==> src/rtl/irq_enc8to3_pkg.sv <==
// Shared types and constants for the 8-to-3 interrupt request encoder.
// Sized for exactly eight request lines.
package irq_enc8to3_pkg;

    localparam int N_REQ = 8;
    localparam int ID_W  = 3;

    typedef enum logic {
        ST_IDLE  = 1'b0,
        ST_GRANT = 1'b1
    } state_e;

    // One-hot mask selecting the pending bit that a granted id refers to.
    function automatic logic [N_REQ-1:0] onehot(input logic [ID_W-1:0] idx);
        return N_REQ'(1) << idx;
    endfunction

endpackage

==> src/rtl/irq_enc8to3_if.sv <==
// Request/grant bundle between the event sources, the encoder and the consumer.
// The slave side is the encoder; the master side drives requests and ack.
interface irq_enc8to3_if
    import irq_enc8to3_pkg::*;
();

    logic             en;
    logic [N_REQ-1:0] req;
    logic [N_REQ-1:0] mask;
    logic             ack;
    logic [ID_W-1:0]  id;
    logic             valid;
    logic [N_REQ-1:0] pend;

    modport master (
        output en, req, mask, ack,
        input  id, valid, pend
    );

    modport slave (
        input  en, req, mask, ack,
        output id, valid, pend
    );

endinterface

==> src/rtl/irq_enc8to3_prio.sv <==
// Combinational priority encoder: the highest set input index wins, 0 when none set.
// Used by the interrupt encoder to pick among eligible pending requests.
module prio_enc8to3
    import irq_enc8to3_pkg::*;
(
    input  logic [N_REQ-1:0] in_i,
    output logic [ID_W-1:0]  out_o,
    output logic             vld_o
);

    always_comb begin
        // NOTE: every always_comb output gets a default first so no path infers a latch.
        out_o = '0;
        // Ascending scan: later (higher) indices overwrite lower ones.
        for (int i = 0; i < N_REQ; i++) begin
            if (in_i[i]) out_o = ID_W'(i);
        end
    end

    assign vld_o = |in_i;

endmodule

==> src/rtl/irq_enc8to3.sv <==
// Interrupt request encoder: latches request rising edges into pending flags and
// hands out the highest-priority unmasked one as an id that is held until acked.
module irq_enc8to3
    import irq_enc8to3_pkg::*;
(
    input  logic               clk,
    input  logic               rst_n,
    irq_enc8to3_if.slave       irq_io
);

    logic [N_REQ-1:0] req_q;
    logic [N_REQ-1:0] pend_q, pend_d;
    state_e           state_q, state_d;
    logic [ID_W-1:0]  id_q, id_d;
    logic             valid_q, valid_d;

    logic [N_REQ-1:0] rise;
    logic [N_REQ-1:0] clr;
    logic [N_REQ-1:0] elig;
    logic [ID_W-1:0]  enc_id;
    logic             enc_vld;

    assign rise = irq_io.req & ~req_q;
    assign clr  = (state_q == ST_GRANT && irq_io.ack) ? onehot(id_q) : '0;
    assign elig = pend_q & irq_io.mask;

    // Clear is applied before set so a fresh edge in the ack cycle survives.
    assign pend_d = (pend_q & ~clr) | (irq_io.en ? rise : '0);

    prio_enc8to3 u_prio (
        .in_i  (elig),
        .out_o (enc_id),
        .vld_o (enc_vld)
    );

    always_comb begin
        state_d = state_q;
        id_d    = id_q;
        valid_d = valid_q;
        unique case (state_q)
            ST_IDLE: begin
                if (irq_io.en && enc_vld) begin
                    id_d    = enc_id;
                    valid_d = 1'b1;
                    state_d = ST_GRANT;
                end
            end
            ST_GRANT: begin
                // An outstanding grant ignores en, mask and new arrivals.
                if (irq_io.ack) begin
                    valid_d = 1'b0;
                    state_d = ST_IDLE;
                end
            end
            default: begin
                valid_d = 1'b0;
                state_d = ST_IDLE;
            end
        endcase
    end

    always_ff @(posedge clk or negedge rst_n) begin
        if (!rst_n) begin
            req_q   <= '0;
            pend_q  <= '0;
            state_q <= ST_IDLE;
            id_q    <= '0;
            valid_q <= 1'b0;
        end else begin
            // NOTE: non-blocking so every register samples the pre-edge values.
            req_q   <= irq_io.req;
            pend_q  <= pend_d;
            state_q <= state_d;
            id_q    <= id_d;
            valid_q <= valid_d;
        end
    end

    assign irq_io.id    = id_q;
    assign irq_io.valid = valid_q;
    assign irq_io.pend  = pend_q;

endmodule
==> src/flat_wrapper.sv <==
// flat-port wrapper written by rule: the top's interface ports become plain ports
module irq_enc8to3_flat import irq_enc8to3_pkg::*;
  (clk, rst_n, irq_io_en, irq_io_req, irq_io_mask, irq_io_ack, irq_io_id, irq_io_valid, irq_io_pend);
  irq_enc8to3_if irq_io_i ();
  input  logic clk;
  input  logic rst_n;
  input wire logic [$bits(irq_io_i.en)-1:0] irq_io_en;
  input wire logic [$bits(irq_io_i.req)-1:0] irq_io_req;
  input wire logic [$bits(irq_io_i.mask)-1:0] irq_io_mask;
  input wire logic [$bits(irq_io_i.ack)-1:0] irq_io_ack;
  output wire logic [$bits(irq_io_i.id)-1:0] irq_io_id;
  output wire logic [$bits(irq_io_i.valid)-1:0] irq_io_valid;
  output wire logic [$bits(irq_io_i.pend)-1:0] irq_io_pend;
  assign irq_io_i.en = irq_io_en;
  assign irq_io_i.req = irq_io_req;
  assign irq_io_i.mask = irq_io_mask;
  assign irq_io_i.ack = irq_io_ack;
  assign irq_io_id = irq_io_i.id;
  assign irq_io_valid = irq_io_i.valid;
  assign irq_io_pend = irq_io_i.pend;
  irq_enc8to3 u_core (.clk(clk), .rst_n(rst_n), .irq_io(irq_io_i));
endmodule
==> config.mk <==
export PLATFORM = sky130hd
export DESIGN_NAME = irq_enc8to3_flat
export DESIGN_NICKNAME = d
export VERILOG_FILES = /design/src/rtl/irq_enc8to3_pkg.sv /design/src/rtl/irq_enc8to3_if.sv /design/src/rtl/irq_enc8to3_prio.sv /design/src/rtl/irq_enc8to3.sv /design/src/flat_wrapper.sv
export SDC_FILE = /design/constraint.sdc
export NUM_CORES = 1
export LEC_CHECK = 0
export CAP_MARGIN = 10
export CORE_ASPECT_RATIO = 0.75
export CORE_MARGIN = 2
export CORE_UTILIZATION = 45
export CTS_CLUSTER_DIAMETER = 60
export DETAILED_ROUTE_END_ITERATION = 8
export GPL_ROUTABILITY_DRIVEN = 0
export PLACE_DENSITY = 0.88
export SLEW_MARGIN = 15
export SYNTH_ARGS = -nofsm -noshare
export SYNTH_HDL_FRONTEND = slang
export SYNTH_SLANG_ARGS = --single-unit
==> constraint.sdc <==
create_clock -name clk -period 2.4 [get_ports clk]
set_input_delay 0.48 -clock clk [delete_from_list [all_inputs] [get_ports clk]]
set_output_delay 0.48 -clock clk [all_outputs]
set_load 0.01 [all_outputs]
==> results of run 1 <==
[per-layer routing]
layer | track usage | vias to the layer above | part of all wire
li1 | - | 348 | -
met1 | 0.271 | 358 | 0.42
met2 | 0.302 | 34 | 0.49
met3 | 0.0648 | 6 | 0.062
met4 | 0.0927 | 0 | 0.024
met5 | 0 | - | 0
[sequential cells by signal (all words and copies together), names as in the netlist]
name and flops:
u_core.req_q 8, u_core.state_q 1, u_core.irq_io.pend 8, u_core.irq_io.id 3, u_core.irq_io.valid 1
[kinds of logic (layout without fill, tap and decap cells)]
group                  after synthesis  count (layout)  synth area share
AO/OA/AOI/OAI                       24              24             0.235
buffers and inverters                2              37            0.0126
AND/OR/NAND/NOR                     27              27             0.165
flip-flops                          21              21             0.587
[power breakdown]
part,internal [uW],switching (uW),total [uW]
sequential,434,120,554
clock,64.9,99.2,164
combinational,238,186,424
[placed cells by master (no fill, tap or decap), types with 2 or more instances in the layout]
cell             netlist  layout
a21oi_1                3       3
o31ai_1                2       2
a31oi_1                2       2
clkbuf_4               0       3
a22oi_2                2       2
o21ai_0                7       7
nand3b_1               8       8
clkdlybuf4s50_1        0      31
dfrtp_1               21      21
nor2_1                 4       4
nand2b_1               2       2
a22oi_1                2       2
nand2_1               11      11
[final cells by class]
type | instances | area share
sequential | 21 | 0.417
multi-input combinational | 51 | 0.284
timing repair buffer | 32 | 0.252
tap | 22 | 0.0219
clock buffer | 4 | 0.0209
inverter | 1 | 0.00298
[path summary, 6_finish.rpt]
kind                                                         to  slack [ps]  depth (start not counted)
worst max-delay path                               irq_io_id[1]         550                          1
worst min-delay path            u_core.irq_io.pend[6]$_DFF_PN0_         440                          1
worst max register to register  u_core.irq_io.id[1]$_DFFE_PN0P_        1090                          4
worst min register to register  u_core.irq_io.pend[6]$_DFF_PN0_         440                          1
max in group asynchronous             u_core.req_q[5]$_DFF_PN0_        1700                          2
min in group asynchronous       u_core.irq_io.pend[7]$_DFF_PN0_         500                          2
[through the flow]
stage | util | instances
after floorplan | - | 74
after detailed placement | 0.683 | 127
after global routing | 0.697 | 131
final | 0.697 | 131
after global placement | 0.683 | 127
after CTS | 0.697 | 131
==> reports/results.ini, run 1 <==
[outcome]
outcome=completed

[sta]
fmax_mhz=540
setup_viol=0
period_needed_ps=1850
final_hold_viol_count=0
rsz0062_at_grt=false
tns_ps=0
max_slew_margin=0.739
skew_ps=2.33
drv_slew=0
min_period_over_period=0.771
whs_ps=440
setup_ws_ps=550
worst_slew_pin_slew_ps=390

[routing]
first_iter_violations=29
vias=746
antenna_left=0
dr.pass1.iters=4
via_per_inst=5.69
wirelength_um=2140
drc=0
wl_per_cell_um=16.3

[worst_setup_path]
critical_path_arrival_ps=1370
crit_family=buffers and inverters
cp-startpoint=u_core.irq_io.id[1]$_DFFE_PN0P_
worstPathMaxFanout=7
startpoint_type=flip-flop
cp-end-kind=output port
r2r-start=u_core.irq_io.pend[7]$_DFF_PN0_
critical_path.cell_chain=clkdlybuf4s50_1
crit_type=flip-flop to output port
slowest_stage=clkdlybuf4s50_1
critPathBufInv=1
worst_path_largest_cell_delay_ps=580
crit_required_ps=1920

[die]
rows=13
io-pin-count=32
dieWidth_um=55.5
start_util=0.495
fp.coreArea_sq_um=1810
die_area_sq_um=2360
fp.dieH_um=42.6

[pwr]
finalPower_uw=1140
total_leakage_power_uw=0.000488
vdd_drop_max_mv=0.674
pwr_density_cell_nw_per_um2=908

[logic_synthesis]
synth_common_cells=dfrtp_1 (21), nand2_1 (11), nand3b_1 (8)
syn_nets=94
syn_inst=74
synth_top_cell_by_area=dfrtp_1
ys_warn_count=0
netlist_area_sq_um=895
synthArstFlopShare=1.00
synth_area_per_cell_sq_um=12.1
synthTopCellsByArea=dfrtp_1 (59%), nand3b_1 (6.7%), nand2_1 (4.6%)
synth.distinct_cells=21
synth_seq_cells=21
synthFlopType=dfrtp_1
yosysMostFrequentCell=dfrtp_1
ys_seq_area_frac=0.587
synth-edff-count=0
yosys.area.top_type_share=0.587

[placement]
dpl-instance-area_sq_um=1230
dp_hpwl_um=1700
dpl_worst_slack_ps=509
io_buffers=31

[cts]
root_buffer=clkbuf_4
cts_resized=0
cts_max_path_buffers=2
clk_latency_ps=300
ctsHoldBuffers=0
postCtsSetupRepairBufs=0
cts_tree=yes
cts_made_buffers=3
clock-sinks=21
htreeDepth=1
clkTransAtPathRegs_ps=100

[final_layout]
fill_cells=146
syn_to_final_growth_pct=40.7
drive_gt1_frac=0.101
multi_input_area_sq_um=358
n_antenna_cell=0
fin_area_sq_um=1260
nets=130
final-seq-area_sq_um=526

[global_route]
grt_start_max_net_pins=22
grt_pass1_vias=729
antenna_found_initial=0
overflow=0
grt_pass1_wl_um=3600
track_usage=0.203

[hold_path]
hp-start=u_core.req_q[6]$_DFF_PN0_
hp-class=flip-flop to flip-flop

[flow_run]
drv_cap=0

(Power assumes the default switching activity.)
==> run 2, diff against run 1 <==
Settings changed: CORE_UTILIZATION 45 to 39, PLACE_DENSITY 0.88 to 0.82.
Clock period 2.4 ns to 1.55 ns, I/O delays scaled along.
==> reports/results.ini, run 2 (synthesized netlist as in run 1, its figures left out) <==
[worst_setup_path]
startpoint_type=flip-flop
crit_required_ps=1730
worstPathMaxFanout=8
cp-end-kind=flip-flop
critical_path_arrival_ps=1650
crit_type=flip-flop to flip-flop

[final_layout]
n_antenna_cell=0
final-seq-area_sq_um=528
multi_input_area_sq_um=358
nets=145
final_cell_mix=clkdlybuf4s50_1 (19), dfrtp_1 (19), buf_4 (16), nand2_1 (11), nand3b_1 (8)
fill_cells=157
drive_gt1_frac=0.234
final_util=0.667
syn_to_final_growth_pct=55.5

[pwr]
total_leakage_power_uw=0.000574
vdd_drop_max_mv=0.620
finalPower_uw=1910
pwr_density_cell_nw_per_um2=1370

[sta]
period_needed_ps=1470
worst_slew_pin_slew_ps=304
final_hold_viol_count=0
tns_ps=0
drv_slew=0
fmax_mhz=682
skew_ps=5.30
rsz0062_at_grt=false
setup_ws_ps=83.4
setup_viol=0
min_period_over_period=0.946
max_slew_margin=0.797

[die]
start_util=0.429
rows=14
io-pin-count=32
dieWidth_um=59.3
fp.coreArea_sq_um=2080
fp.dieH_um=45.5
die_area_sq_um=2700

[cts]
clkTransAtPathRegs_ps=130
root_buffer=clkbuf_4
cts_max_path_buffers=2
clock-sinks=21
htreeDepth=1
clk_latency_ps=310
cts_tree=yes
cts_made_buffers=3

[placement]
dpl_worst_slack_ps=-95.7
dp_hpwl_um=1780
io_buffers=31

[global_route]
antenna_found_initial=0
grt_start_max_net_pins=22
track_usage=0.198
grt_pass1_vias=840
grt_pass1_wl_um=3860
overflow=0

[routing]
first_iter_violations=29
drc=0
vias=784
dr.pass1.iters=4
antenna_left=0
wirelength_um=2380
via_per_inst=5.30
wl_per_cell_um=16.1

[outcome]
outcome=completed

[hold_path]
hp-class=primary input to asynchronous set/reset pin

[flow_run]
drv_cap=0

-- run 2: cell types whose count changed in the layout (fill, tap and decap cells not counted), moves of 2 or more --
cell and delta:
buf_4 +15, clkdlybuf4s50_1 -12, dlymetal6s2s_1 +7, dlygate4sd2_1 +5
dfrtp_1 -2, dfrtp_2 +2
-- run 2: metal layers --
| metal | wire length (um) | track usage | vias up |
|---|---|---|---|
| met5 | 0 | 0 | - |
| met2 | 1160 | 0.321 | 28 |
| met4 | 69 | 0.0455 | 0 |
| met3 | 125 | 0.0625 | 8 |
| met1 | 1030 | 0.261 | 372 |
| li1 | - | - | 376 |
-- run 2: path summary, 6_finish.rpt --
check | to | slack (ps) | depth (start not counted) | start
min | u_core.req_q[1]$_DFF_PN0_ | 320 | 2 | rst_n
min in group clk | u_core.irq_io.pend[6]$_DFF_PN0_ | 440 | 1 | u_core.req_q[6]$_DFF_PN0_
max reg2reg | u_core.irq_io.id[1]$_DFFE_PN0P_ | 80 | 6 | u_core.irq_io.pend[2]$_DFF_PN0_
max in group asynchronous | u_core.irq_io.pend[6]$_DFF_PN0_ | 1000 | 2 | rst_n
min reg2reg | u_core.irq_io.pend[6]$_DFF_PN0_ | 440 | 1 | u_core.req_q[6]$_DFF_PN0_
max | u_core.irq_io.id[1]$_DFFE_PN0P_ | 80 | 6 | u_core.irq_io.pend[2]$_DFF_PN0_
-- run 2: power by group --
part / total, uW / internal [uW] / leakage, uW / switching, uW
combinational: 866 / 456 / 0.000336 / 410
sequential: 764 / 677 / 0.000224 / 87.8
clock: 277 / 98.5 / 0.0000139 / 178
total: 1910 / 1230 / 0.000574 / 676
-- run 2: metrics by stage --
stage | std cells | instance area, sq um | hold slack [ps]
after floorplan | 74 | 895 | 14.4
after global placement | 135 | 1280 | 417
after detailed placement | 135 | 1280 | 437
after CTS | 147 | 1370 | 327
after global routing | 148 | 1390 | 335
final | 148 | 1390 | 324
-- run 2: area by class of cell --
class,instances,share of cell area
sequential,21,0.379
timing repair buffer,47,0.317
multi-input combinational,51,0.257
tap,24,0.0216
clock buffer,3,0.0162
clock inverter,1,0.00540
inverter,1,0.00270
-- run 2: critical path: stages, from the launching register on --
cell	delay [ps]
dfrtp_1	400
buf_4	130
buf_4	130
a22oi_2	220
a41oi_4	210
nor2_1	180
a31oi_1	70
-- run 2: timing repair --
item,CTS,global route
gates resized for setup,7,7
hold buffers,0,0
endpoints found under the setup margin,10,7
setup buffers,8,1
==> run 3, diff against run 2 <==
Settings changed: ABC_AREA set to 0.
==> results of run 3 <==
Final layout, timing and power as in run 2 (identical DEF).
